**config.mk**
```make
export PLATFORM = sky130hd
export DESIGN_NAME = vram_arbiter_flat
export DESIGN_NICKNAME = d
export VERILOG_FILES = /design/src/rtl/vram_arbiter_pkg.sv /design/src/rtl/vram_arbiter_if.sv /design/src/rtl/vram_rd_tag_pipe.sv /design/src/rtl/vram_arbiter.sv /design/src/flat_wrapper.sv
export SDC_FILE = /design/constraint.sdc
export NUM_CORES = 1
export LEC_CHECK = 0
export CAP_MARGIN = 15
export CORE_MARGIN = 5
export CORE_UTILIZATION = 41
export CTS_BUF_LIST = sky130_fd_sc_hd__clkbuf_4 sky130_fd_sc_hd__clkbuf_8
export DETAILED_ROUTE_END_ITERATION = 10
export GPL_ROUTABILITY_DRIVEN = 1
export PLACE_DENSITY = 0.87
export SLEW_MARGIN = 20
export SYNTH_ARGS = -nofsm -noshare
export SYNTH_HDL_FRONTEND = slang
export SYNTH_HIERARCHICAL = 1
export SYNTH_SLANG_ARGS = --single-unit
export TNS_END_PERCENT = 20
```
**constraint.sdc**
```tcl
create_clock -name clk -period 1.9 [get_ports clk]
set_input_delay 0.57 -clock clk [delete_from_list [all_inputs] [get_ports clk]]
set_output_delay 0.57 -clock clk [all_outputs]
set_load 0.05 [all_outputs]
```
**src/rtl/vram_arbiter_pkg.sv**
```systemverilog
// rtl/vram_arbiter_pkg.sv - shared owner tags, grant encoding and width defaults for the VRAM arbiter
package vram_arbiter_pkg;

    localparam int AW_DEF       = 16;
    localparam int DW_DEF       = 16;
    localparam int HOST_MAX_DEF = 4;

    typedef logic [1:0] tag_t;

    localparam tag_t TAG_NONE = 2'd0;
    localparam tag_t TAG_VID  = 2'd1;
    localparam tag_t TAG_HOST = 2'd2;
    localparam tag_t TAG_BLIT = 2'd3;

    typedef enum logic [1:0] {
        GNT_NONE = 2'd0,
        GNT_VID  = 2'd1,
        GNT_HOST = 2'd2,
        GNT_BLIT = 2'd3
    } grant_e;

    // Writes carry no owner: only reads need their data routed back.
    function automatic tag_t read_tag(grant_e g, logic wr);
        tag_t t;
        t = TAG_NONE;
        if (!wr) begin
            case (g)
                GNT_VID:  t = TAG_VID;
                GNT_HOST: t = TAG_HOST;
                GNT_BLIT: t = TAG_BLIT;
                default:  t = TAG_NONE;
            endcase
        end
        return t;
    endfunction

endpackage

```
**src/rtl/vram_arbiter_if.sv**
```systemverilog
// rtl/vram_arbiter_if.sv - requester, VRAM and read-return signal bundle for the VRAM arbiter
interface vram_arbiter_if #(
    parameter int AW = vram_arbiter_pkg::AW_DEF,
    parameter int DW = vram_arbiter_pkg::DW_DEF
) ();

    logic          video_ena_i;
    logic          vid_req_i;
    logic [AW-1:0] vid_addr_i;

    logic          host_req_i;
    logic          host_wr_i;
    logic [AW-1:0] host_addr_i;
    logic [DW-1:0] host_data_i;
    logic          host_ack_o;

    logic          blit_req_i;
    logic          blit_wr_i;
    logic [AW-1:0] blit_addr_i;
    logic [DW-1:0] blit_data_i;
    logic          blit_ack_o;

    logic          vram_sel_o;
    logic          vram_wr_o;
    logic [AW-1:0] vram_addr_o;
    logic [DW-1:0] vram_data_o;
    logic [DW-1:0] vram_data_i;

    logic [DW-1:0] rd_data_o;
    logic          vid_rd_valid_o;
    logic          host_rd_valid_o;
    logic          blit_rd_valid_o;

    modport slave (
        input  video_ena_i, vid_req_i, vid_addr_i,
        input  host_req_i, host_wr_i, host_addr_i, host_data_i,
        output host_ack_o,
        input  blit_req_i, blit_wr_i, blit_addr_i, blit_data_i,
        output blit_ack_o,
        output vram_sel_o, vram_wr_o, vram_addr_o, vram_data_o,
        input  vram_data_i,
        output rd_data_o, vid_rd_valid_o, host_rd_valid_o, blit_rd_valid_o
    );

    modport master (
        output video_ena_i, vid_req_i, vid_addr_i,
        output host_req_i, host_wr_i, host_addr_i, host_data_i,
        input  host_ack_o,
        output blit_req_i, blit_wr_i, blit_addr_i, blit_data_i,
        input  blit_ack_o,
        input  vram_sel_o, vram_wr_o, vram_addr_o, vram_data_o,
        output vram_data_i,
        input  rd_data_o, vid_rd_valid_o, host_rd_valid_o, blit_rd_valid_o
    );

endinterface

```
**src/rtl/vram_rd_tag_pipe.sv**
```systemverilog
// rtl/vram_rd_tag_pipe.sv - two-stage read owner tag pipeline and read-data return demux
module vram_rd_tag_pipe
    import vram_arbiter_pkg::*;
#(
    parameter int DW = DW_DEF
) (
    input  logic          clk,
    input  logic          reset_n_i,
    input  tag_t          tag_in,
    input  logic [DW-1:0] vram_data,
    output logic [DW-1:0] rd_data,
    output logic          vid_valid,
    output logic          host_valid,
    output logic          blit_valid
);

    tag_t stage0;
    tag_t stage1;

    // stage0 lines up with the VRAM strobe, stage1 with the returned data word.
    always_ff @(posedge clk) begin
        if (!reset_n_i) begin
            stage0     <= TAG_NONE;
            stage1     <= TAG_NONE;
            rd_data    <= '0;
            vid_valid  <= 1'b0;
            host_valid <= 1'b0;
            blit_valid <= 1'b0;
        end else begin
            stage0     <= tag_in;
            stage1     <= stage0;
            vid_valid  <= (stage1 == TAG_VID);
            host_valid <= (stage1 == TAG_HOST);
            blit_valid <= (stage1 == TAG_BLIT);
            if (stage1 != TAG_NONE) begin
                rd_data <= vram_data;
            end
        end
    end

endmodule

```
**src/rtl/vram_arbiter.sv**
```systemverilog
// rtl/vram_arbiter.sv - single-port VRAM arbiter (video > host > blitter); XOSERA_BLIT_FAIR_EN adds blitter anti-starvation
module vram_arbiter
    import vram_arbiter_pkg::*;
#(
    parameter int AW       = AW_DEF,
    parameter int DW       = DW_DEF,
    parameter int HOST_MAX = HOST_MAX_DEF
) (
    input  logic          clk,
    input  logic          reset_n_i,
    vram_arbiter_if.slave bus
);

    grant_e        grant;
    logic          vid_win;
    logic          blit_forced;
    logic          nxt_wr;
    logic [AW-1:0] nxt_addr;
    logic [DW-1:0] nxt_data;
    tag_t          rd_tag;

    assign vid_win = bus.video_ena_i & bus.vid_req_i;

`ifdef XOSERA_BLIT_FAIR_EN
    logic [3:0] host_streak;

    assign blit_forced = bus.blit_req_i && (host_streak >= 4'(HOST_MAX));

    // Counts host wins while the blitter waits; any blitter service or idle blitter resets it.
    always_ff @(posedge clk) begin
        if (!reset_n_i) begin
            host_streak <= '0;
        end else if (!bus.blit_req_i || grant == GNT_BLIT) begin
            host_streak <= '0;
        end else if (grant == GNT_HOST) begin
            host_streak <= host_streak + 4'd1;
        end
    end
`else
    assign blit_forced = 1'b0 && (HOST_MAX > 0);
`endif

    always_comb begin
        grant = GNT_NONE;
        if (vid_win) begin
            grant = GNT_VID;
        end else if (blit_forced) begin
            grant = GNT_BLIT;
        end else if (bus.host_req_i) begin
            grant = GNT_HOST;
        end else if (bus.blit_req_i) begin
            grant = GNT_BLIT;
        end
    end

    // Address and data hold on idle; video has no write data, so data holds there too.
    always_comb begin
        nxt_wr   = 1'b0;
        nxt_addr = bus.vram_addr_o;
        nxt_data = bus.vram_data_o;
        case (grant)
            GNT_VID: begin
                nxt_addr = bus.vid_addr_i;
            end
            GNT_HOST: begin
                nxt_wr   = bus.host_wr_i;
                nxt_addr = bus.host_addr_i;
                nxt_data = bus.host_data_i;
            end
            GNT_BLIT: begin
                nxt_wr   = bus.blit_wr_i;
                nxt_addr = bus.blit_addr_i;
                nxt_data = bus.blit_data_i;
            end
            default: begin
            end
        endcase
    end

    assign rd_tag = read_tag(grant, nxt_wr);

    always_ff @(posedge clk) begin
        if (!reset_n_i) begin
            bus.vram_sel_o  <= 1'b0;
            bus.vram_wr_o   <= 1'b0;
            bus.vram_addr_o <= '0;
            bus.vram_data_o <= '0;
            bus.host_ack_o  <= 1'b0;
            bus.blit_ack_o  <= 1'b0;
        end else begin
            bus.vram_sel_o  <= (grant != GNT_NONE);
            bus.vram_wr_o   <= nxt_wr;
            bus.vram_addr_o <= nxt_addr;
            bus.vram_data_o <= nxt_data;
            bus.host_ack_o  <= (grant == GNT_HOST);
            bus.blit_ack_o  <= (grant == GNT_BLIT);
        end
    end

    vram_rd_tag_pipe #(
        .DW(DW)
    ) u_rd_tag_pipe (
        .clk        (clk),
        .reset_n_i  (reset_n_i),
        .tag_in     (rd_tag),
        .vram_data  (bus.vram_data_i),
        .rd_data    (bus.rd_data_o),
        .vid_valid  (bus.vid_rd_valid_o),
        .host_valid (bus.host_rd_valid_o),
        .blit_valid (bus.blit_rd_valid_o)
    );

endmodule

```
**src/flat_wrapper.sv**
```systemverilog
// flat-port wrapper written by rule: the top's interface ports become plain ports
module vram_arbiter_flat import vram_arbiter_pkg::*;
#(
    parameter int AW       = AW_DEF,
    parameter int DW       = DW_DEF,
    parameter int HOST_MAX = HOST_MAX_DEF
)
  (clk, reset_n_i, bus_video_ena_i, bus_vid_req_i, bus_vid_addr_i, bus_host_req_i, bus_host_wr_i, bus_host_addr_i, bus_host_data_i, bus_host_ack_o, bus_blit_req_i, bus_blit_wr_i, bus_blit_addr_i, bus_blit_data_i, bus_blit_ack_o, bus_vram_sel_o, bus_vram_wr_o, bus_vram_addr_o, bus_vram_data_o, bus_vram_data_i, bus_rd_data_o, bus_vid_rd_valid_o, bus_host_rd_valid_o, bus_blit_rd_valid_o);
  vram_arbiter_if #(.AW(AW), .DW(DW)) bus_i ();
  input  logic clk;
  input  logic reset_n_i;
  input wire logic [$bits(bus_i.video_ena_i)-1:0] bus_video_ena_i;
  input wire logic [$bits(bus_i.vid_req_i)-1:0] bus_vid_req_i;
  input wire logic [$bits(bus_i.vid_addr_i)-1:0] bus_vid_addr_i;
  input wire logic [$bits(bus_i.host_req_i)-1:0] bus_host_req_i;
  input wire logic [$bits(bus_i.host_wr_i)-1:0] bus_host_wr_i;
  input wire logic [$bits(bus_i.host_addr_i)-1:0] bus_host_addr_i;
  input wire logic [$bits(bus_i.host_data_i)-1:0] bus_host_data_i;
  output wire logic [$bits(bus_i.host_ack_o)-1:0] bus_host_ack_o;
  input wire logic [$bits(bus_i.blit_req_i)-1:0] bus_blit_req_i;
  input wire logic [$bits(bus_i.blit_wr_i)-1:0] bus_blit_wr_i;
  input wire logic [$bits(bus_i.blit_addr_i)-1:0] bus_blit_addr_i;
  input wire logic [$bits(bus_i.blit_data_i)-1:0] bus_blit_data_i;
  output wire logic [$bits(bus_i.blit_ack_o)-1:0] bus_blit_ack_o;
  output wire logic [$bits(bus_i.vram_sel_o)-1:0] bus_vram_sel_o;
  output wire logic [$bits(bus_i.vram_wr_o)-1:0] bus_vram_wr_o;
  output wire logic [$bits(bus_i.vram_addr_o)-1:0] bus_vram_addr_o;
  output wire logic [$bits(bus_i.vram_data_o)-1:0] bus_vram_data_o;
  input wire logic [$bits(bus_i.vram_data_i)-1:0] bus_vram_data_i;
  output wire logic [$bits(bus_i.rd_data_o)-1:0] bus_rd_data_o;
  output wire logic [$bits(bus_i.vid_rd_valid_o)-1:0] bus_vid_rd_valid_o;
  output wire logic [$bits(bus_i.host_rd_valid_o)-1:0] bus_host_rd_valid_o;
  output wire logic [$bits(bus_i.blit_rd_valid_o)-1:0] bus_blit_rd_valid_o;
  assign bus_i.video_ena_i = bus_video_ena_i;
  assign bus_i.vid_req_i = bus_vid_req_i;
  assign bus_i.vid_addr_i = bus_vid_addr_i;
  assign bus_i.host_req_i = bus_host_req_i;
  assign bus_i.host_wr_i = bus_host_wr_i;
  assign bus_i.host_addr_i = bus_host_addr_i;
  assign bus_i.host_data_i = bus_host_data_i;
  assign bus_host_ack_o = bus_i.host_ack_o;
  assign bus_i.blit_req_i = bus_blit_req_i;
  assign bus_i.blit_wr_i = bus_blit_wr_i;
  assign bus_i.blit_addr_i = bus_blit_addr_i;
  assign bus_i.blit_data_i = bus_blit_data_i;
  assign bus_blit_ack_o = bus_i.blit_ack_o;
  assign bus_vram_sel_o = bus_i.vram_sel_o;
  assign bus_vram_wr_o = bus_i.vram_wr_o;
  assign bus_vram_addr_o = bus_i.vram_addr_o;
  assign bus_vram_data_o = bus_i.vram_data_o;
  assign bus_i.vram_data_i = bus_vram_data_i;
  assign bus_rd_data_o = bus_i.rd_data_o;
  assign bus_vid_rd_valid_o = bus_i.vid_rd_valid_o;
  assign bus_host_rd_valid_o = bus_i.host_rd_valid_o;
  assign bus_blit_rd_valid_o = bus_i.blit_rd_valid_o;
  vram_arbiter #(.AW(AW), .DW(DW), .HOST_MAX(HOST_MAX)) u_core (.clk(clk), .reset_n_i(reset_n_i), .bus(bus_i));
endmodule
```
======== After elaboration in Yosys (flattened, before gate mapping) ========
Cells that the tools add are included.
storage, ports and cells
  bits in latches ......................... 0
  bits in registers ....................... 59
  word-level logic and storage cells ...... 32
  output and inout port bits .............. 55
  bits in read-only memories .............. 0
  memory bits (writable) .................. 0
  input bits .............................. 104
  memories kept ........................... 0
cells by class
  multiply operators ...................... 0
  $add $sub $neg .......................... 0
  multiplexer cells ....................... 7
  divide/modulo/power cells ............... 0
  shifts and indexed selects .............. 0
  order comparisons ....................... 0
  equal/unequal tests ..................... 6
  bitwise operators ....................... 2
  reductions and logical operators ........ 5
operators with widths
  cell                number
  $pmux 16 s3         1
  $pmux 16 s2         1
  $eq 2x2->1 const B  4
  $mux 2              3
  $pmux 2 s3          1
  $reduce_bool 2->1   3
  $eq 2x1->1 const B  2
  $reduce_bool 3->1   1
  $pmux 1 s2          1
  $reduce_or 2->1     1
  $and 1x1->1         1
  $not 1->1           1

======== Longest topological paths before layout ========
  depth after elaboration ................. 6
  depth in mapped cells ................... 6
  mapped depth without buffers ............ 4

======== Hierarchy ========
Netlist, hierarchy kept.
by module, submodules not included
  module            sequential area each (µm²)  cells each  area an instance (µm²)  times used
  vram_arbiter      720.7                       212         1,764.2                 1
  vram_rd_tag_pipe  460.4                       91          833.3                   1

======== Least setup slack after synthesis ========
No wires, ideal clock.
  path kind ............................... input to register
  start point ............................. input bus_blit_req_i
  end point ............................... register u_core.bus.vram_addr_o[11]
  setup time .............................. 0.123 ns
  required time ........................... 1.777 ns
  cell stages on the path ................. 5
  path buffers ............................ 2
  slack ................................... 0.439 ns
  arrival ................................. 1.338 ns
  cells stage by stage .................... buf_6 -> a211o_4 -> buf_6 -> o221ai_1 -> a21oi_1
on the way
  word-level cells in the longest chain between the ends .. 5
ends and longest elaborated chain
  item                                                     RTL line               source
  from (decl)                                              flat_wrapper.sv:20     input wire logic [$bits(bus_i.blit_req_i)-1:0] bus_blit_req_i;
  $mux 2 *                                                 vram_arbiter.sv:51     end else if (bus.blit_req_i) begin
  $mux 2 *                                                 vram_arbiter.sv:49     end else if (bus.host_req_i) begin
  $mux 2 *                                                 vram_arbiter.sv:45     if (vid_win) begin
  $eq 2x2->1 / $eq 2x1->1 (equally long branches)          vram_arbiter.sv:61     case (grant)
  $pmux 16 s3 / $reduce_bool 3->1 (equally long branches)  n/a
  to (signal assigned)                                     vram_arbiter.sv:93     bus.vram_addr_o <= nxt_addr;
  to (decl)                                                vram_arbiter_if.sv:40  output vram_sel_o, vram_wr_o, vram_addr_o, vram_data_o,
Every way passes the cells marked *; elsewhere a longest branch is shown, timed or not.
A chain may end at the register's enable or synchronous reset.

======== Worst setup path after layout ========
  start point ............................. input bus_blit_req_i
  end point ............................... register u_core.bus.vram_data_o[10]
on the way
  word-level cells in the longest chain between the ends .. 5
ends and longest elaborated chain
  item                                                     RTL line               source
  $mux 2 *                                                 vram_arbiter.sv:51
  $mux 2 *                                                 vram_arbiter.sv:49
  $mux 2 *                                                 vram_arbiter.sv:45
  $eq 2x2->1                                               vram_arbiter.sv:61
  $pmux 16 s2 / $reduce_bool 2->1 (equally long branches)  n/a
  to (signal assigned)                                     vram_arbiter.sv:94     bus.vram_data_o <= nxt_data;
  to (decl)                                                vram_arbiter_if.sv:40
Marked as above.

==> impl_results.md <==
* Outcome: complete, no violations
* Endpoint, Worst Hold: u_core/u_rd_tag_pipe/stage1[0]$_SDFF_PN0_
* Clock power share at 35.2%
* Clock Pin Slew Worst Setup and Hold Paths at 70 ps
* Placed Instances at 523
* Core area at 6241 µm²
* Maxcap violations at 0
* Slew @ Worst Pin at 492.1 ps
* Ys flop type: dfxtp_1
* Clk_lat worst skew at 320 ps
* P_sw at 1.047 mW
* CP max stage delay at 670 ps
* Post-Synth XOR/XNOR Area at 0%
* Vias at 2,937
* Peak VDD IR at 486.5 µV
* Internal Pwr Total at 2.491 mW
* Share of layout cells above drive strength 1 at 21.00%
* Final Skew at 3.692 ps
* Switching Fraction at 29.60%
* Critical path buffers and inverters at 1
* Mean Syn Cell Area at 8.573 µm²
* DP Wirelength at 6.570 mm
* Minimum hold slack at 434.4 ps
* CTS Buf Count at 9
* Post-synthesis mux area share at 0%
* Hold Crit Class: reg -> reg
* Area grow syn2layout at 66.52%
* GRT Overall Usage at 21.15%
* Max layer used: met4
* # clock sinks at 59
* Min setup slack post-route at 85.16 ps
* Drt first pass iters at 4
* Die X at 89.60 µm
* Met3 Wirelength at 1.163 mm
* Area of the mapped netlist at 2597 µm²
* WL met2 at 4.156 mm
* Dpl ws at -226.1 ps
* Min Tclk post-route at 1815 ps
* DR WL/cell at 16.27 µm
* Most instantiated library cell after synthesis: dfxtp_1
* Via count of the first global-routing pass at 2,775
* Synthesized-area fraction occupied by adder cells at 0%
* Starting Density at 41.62%
* Total Wirelength at 8.772 mm
* Worst-path fanout max at 22
* Crit end category: flip-flop
* Syn_nets at 407
* Data arrival time of the critical path at 2060 ps
* Post-route clock period utilization at 95.52%
* Largest net degree at the start of global routing at 75
* Ranking of synthesized cells by area: dfxtp_1 45%, o21ai_0 9.4%, a31oi_1 4.8%, o211ai_1 4.6%, nand2_1 4.0%
* Final-report setup violation count at 0
* Reg2Reg Setup Slack at 790 ps
* Residual DRC count at 0
* CTS H-tree lvls at 3
* M1 WL at 3.292 mm
* Simple-gate share of the synthesized area at 15.17%
* CP max-delay cell: clkdlybuf4s50_1
* FMAX at 551.0 MHz
* Share of the synthesized area in the top cell type at 45.47%
* Startpoint Class: primary input
* Launch point of the worst reg-to-reg path: u_core/bus.vram_addr_o[0]$_SDFFE_PN0P_
* Finished Cell Area at 4325 µm²
* Top delay family on crit path: buffers and inverters
* Placer congestion estimate at 0.8224
* Critical-path cell list: clkdlybuf4s50_1, and2b_2, nand3_1, a31oi_1
* Post-CTS Resized at 0
* RSZ-0062 raised after global routing: no
* 1st-iter DRT viols at 103
* Reg2reg path depth at 3
* Area leader, netlist: dfxtp_1
* Initial antenna violation count at 0
* Rel. slew slack at 67.19%
* Worst hold path depth at 1
* Total Power at 3.538 mW
* Ys async rst share at 0%
* Seq cells post-synth at 59
* Comb power frac at 26.2%
* Final Hold Viols at 0
* Number of enable flip-flop cells after synthesis at 0
* Post-synthesis compound-gate area fraction at 30.68%
* Post-DR vias/cell at 5.449
* HP Start: u_core/u_rd_tag_pipe/stage0[0]$_SDFF_PN0_
* R2r endpoint: u_core/bus.vram_addr_o[0]$_SDFFE_PN0P_
* P_leak at 1.710 nW
* DRT antenna net count at 0
* Max Slew Vio Count at 0
* Placed inst area at 4109 µm²
* Hold bufs inserted after CTS at 0
* Port Buffers at 158
* I/O pin count at 159
* Antenna Diode Count at 0
* Post-Synthesis Cells at 303
* Setup TNS at 0 ps
* Synthesis warning total at 6
* PwrDens at 818.0 nW/µm²
* Yosys cell types at 33
* Fin cells at 539
* Combinational family with the most area after synthesis: compound AO/OA/AOI/OAI gates
* CTS root buffer: clkbuf_8
* GR Overflow Total at 0
* Data required, critical path at 2150 ps
* # nets final at 561
* Most instantiated cells after synthesis: 59 x dfxtp_1, 49 x o21ai_0, 28 x nand2_1
* Global-route wire length before repair at 13.05 mm
* CTS tree: yes
* Maximum buffer depth of the clock tree at 2
* Utilization after layout at 69.31%
* Sequential power share at 38.5%
* Register area share after synthesis at 45.47%
* Setup repair bufs after CTS at 0
* Total die area at 8027 µm²
* # rows at 29
* Die height at 89.60 µm
* Critical path class: in -> reg
-- layout by cell type, fill, tap and decap left out, types with 5 or more instances in the layout --
cell             instances
clkdlybuf4s50_1        102
buf_4                   68
dfxtp_1                 59
and2_1                  11
a21oi_1                 10
o21ai_0                 49
nor2_1                   5
a31oi_1                 20
nand2_1                 28
clkbuf_8                 9
o22ai_1                  9
buf_12                   5
nand3_1                 20
o221ai_1                 8
o211ai_1                16
o21ai_1                 12
-- power groups by stage --
| stage | registers, mW | clock network (mW) | logic [mW] |
|---|---|---|---|
| after floorplan | 1.67 | 0 | 0.234 |
| after global placement | 1.39 | 0 | 0.914 |
| after detailed placement | 1.39 | 0 | 0.928 |
| after CTS | 1.36 | 1.26 | 0.931 |
| after global routing | 1.37 | 1.33 | 0.981 |
| final | 1.36 | 1.25 | 0.927 |
-- area by class of cell --
type | instances | area, µm²
clock buffer | 11 | 138.9
sequential | 59 | 1181
fill | 514 | 1916
multi-input combinational | 210 | 1191
tap | 77 | 96.34
timing repair buffer | 176 | 1637
inverter | 1 | 3.754
clock inverter | 5 | 77.57
-- worst register-to-register path, stage by stage (launching register included) --
cell and delay (ps):
dfxtp_1 310, or3_2 460, o21ai_0 110, a211oi_1 110
-- worst max-delay path by stage --
stage / to / startpoint / depth (start not counted)
after floorplan: u_core/bus.vram_addr_o[11]$_SDFFE_PN0P_ / bus_blit_req_i / 5
after CTS: u_core/bus.vram_data_o[11]$_SDFFE_PN0P_ / bus_blit_req_i / 4
after global placement: u_core/bus.vram_data_o[7]$_SDFFE_PN0P_ / bus_blit_req_i / 4
after global routing: u_core/bus.vram_data_o[7]$_SDFFE_PN0P_ / bus_blit_req_i / 4
after detailed placement: u_core/bus.vram_data_o[11]$_SDFFE_PN0P_ / bus_blit_req_i / 4
final: u_core/bus.vram_data_o[10]$_SDFFE_PN0P_ / bus_blit_req_i / 4
-- metal layers --
layer  track usage [%]  up-vias
met1             24.18     1340
met4             8.525        0
met2             35.04      163
met3             8.668       17
met5                 0        -
li1                  -     1417
-- state kept, by name, summed over array words and instances (netlist names) --
name,flops
u_core/u_rd_tag_pipe/vid_valid,1
u_core/bus.host_ack_o,1
u_core/u_rd_tag_pipe/stage0,2
u_core/u_rd_tag_pipe/blit_valid,1
u_core/u_rd_tag_pipe/host_valid,1
u_core/u_rd_tag_pipe/stage1,2
u_core/bus.blit_ack_o,1
u_core/bus.vram_sel_o,1
u_core/bus.vram_wr_o,1
u_core/bus.vram_data_o,16
u_core/bus.vram_addr_o,16
u_core/u_rd_tag_pipe/rd_data,16
-- cell families after synthesis --
kind of cell    after synthesis
simple gates                 79
flops                        59
buf+inv                      34
compound gates              131
Note: power is estimated with default switching activity, not from simulation.
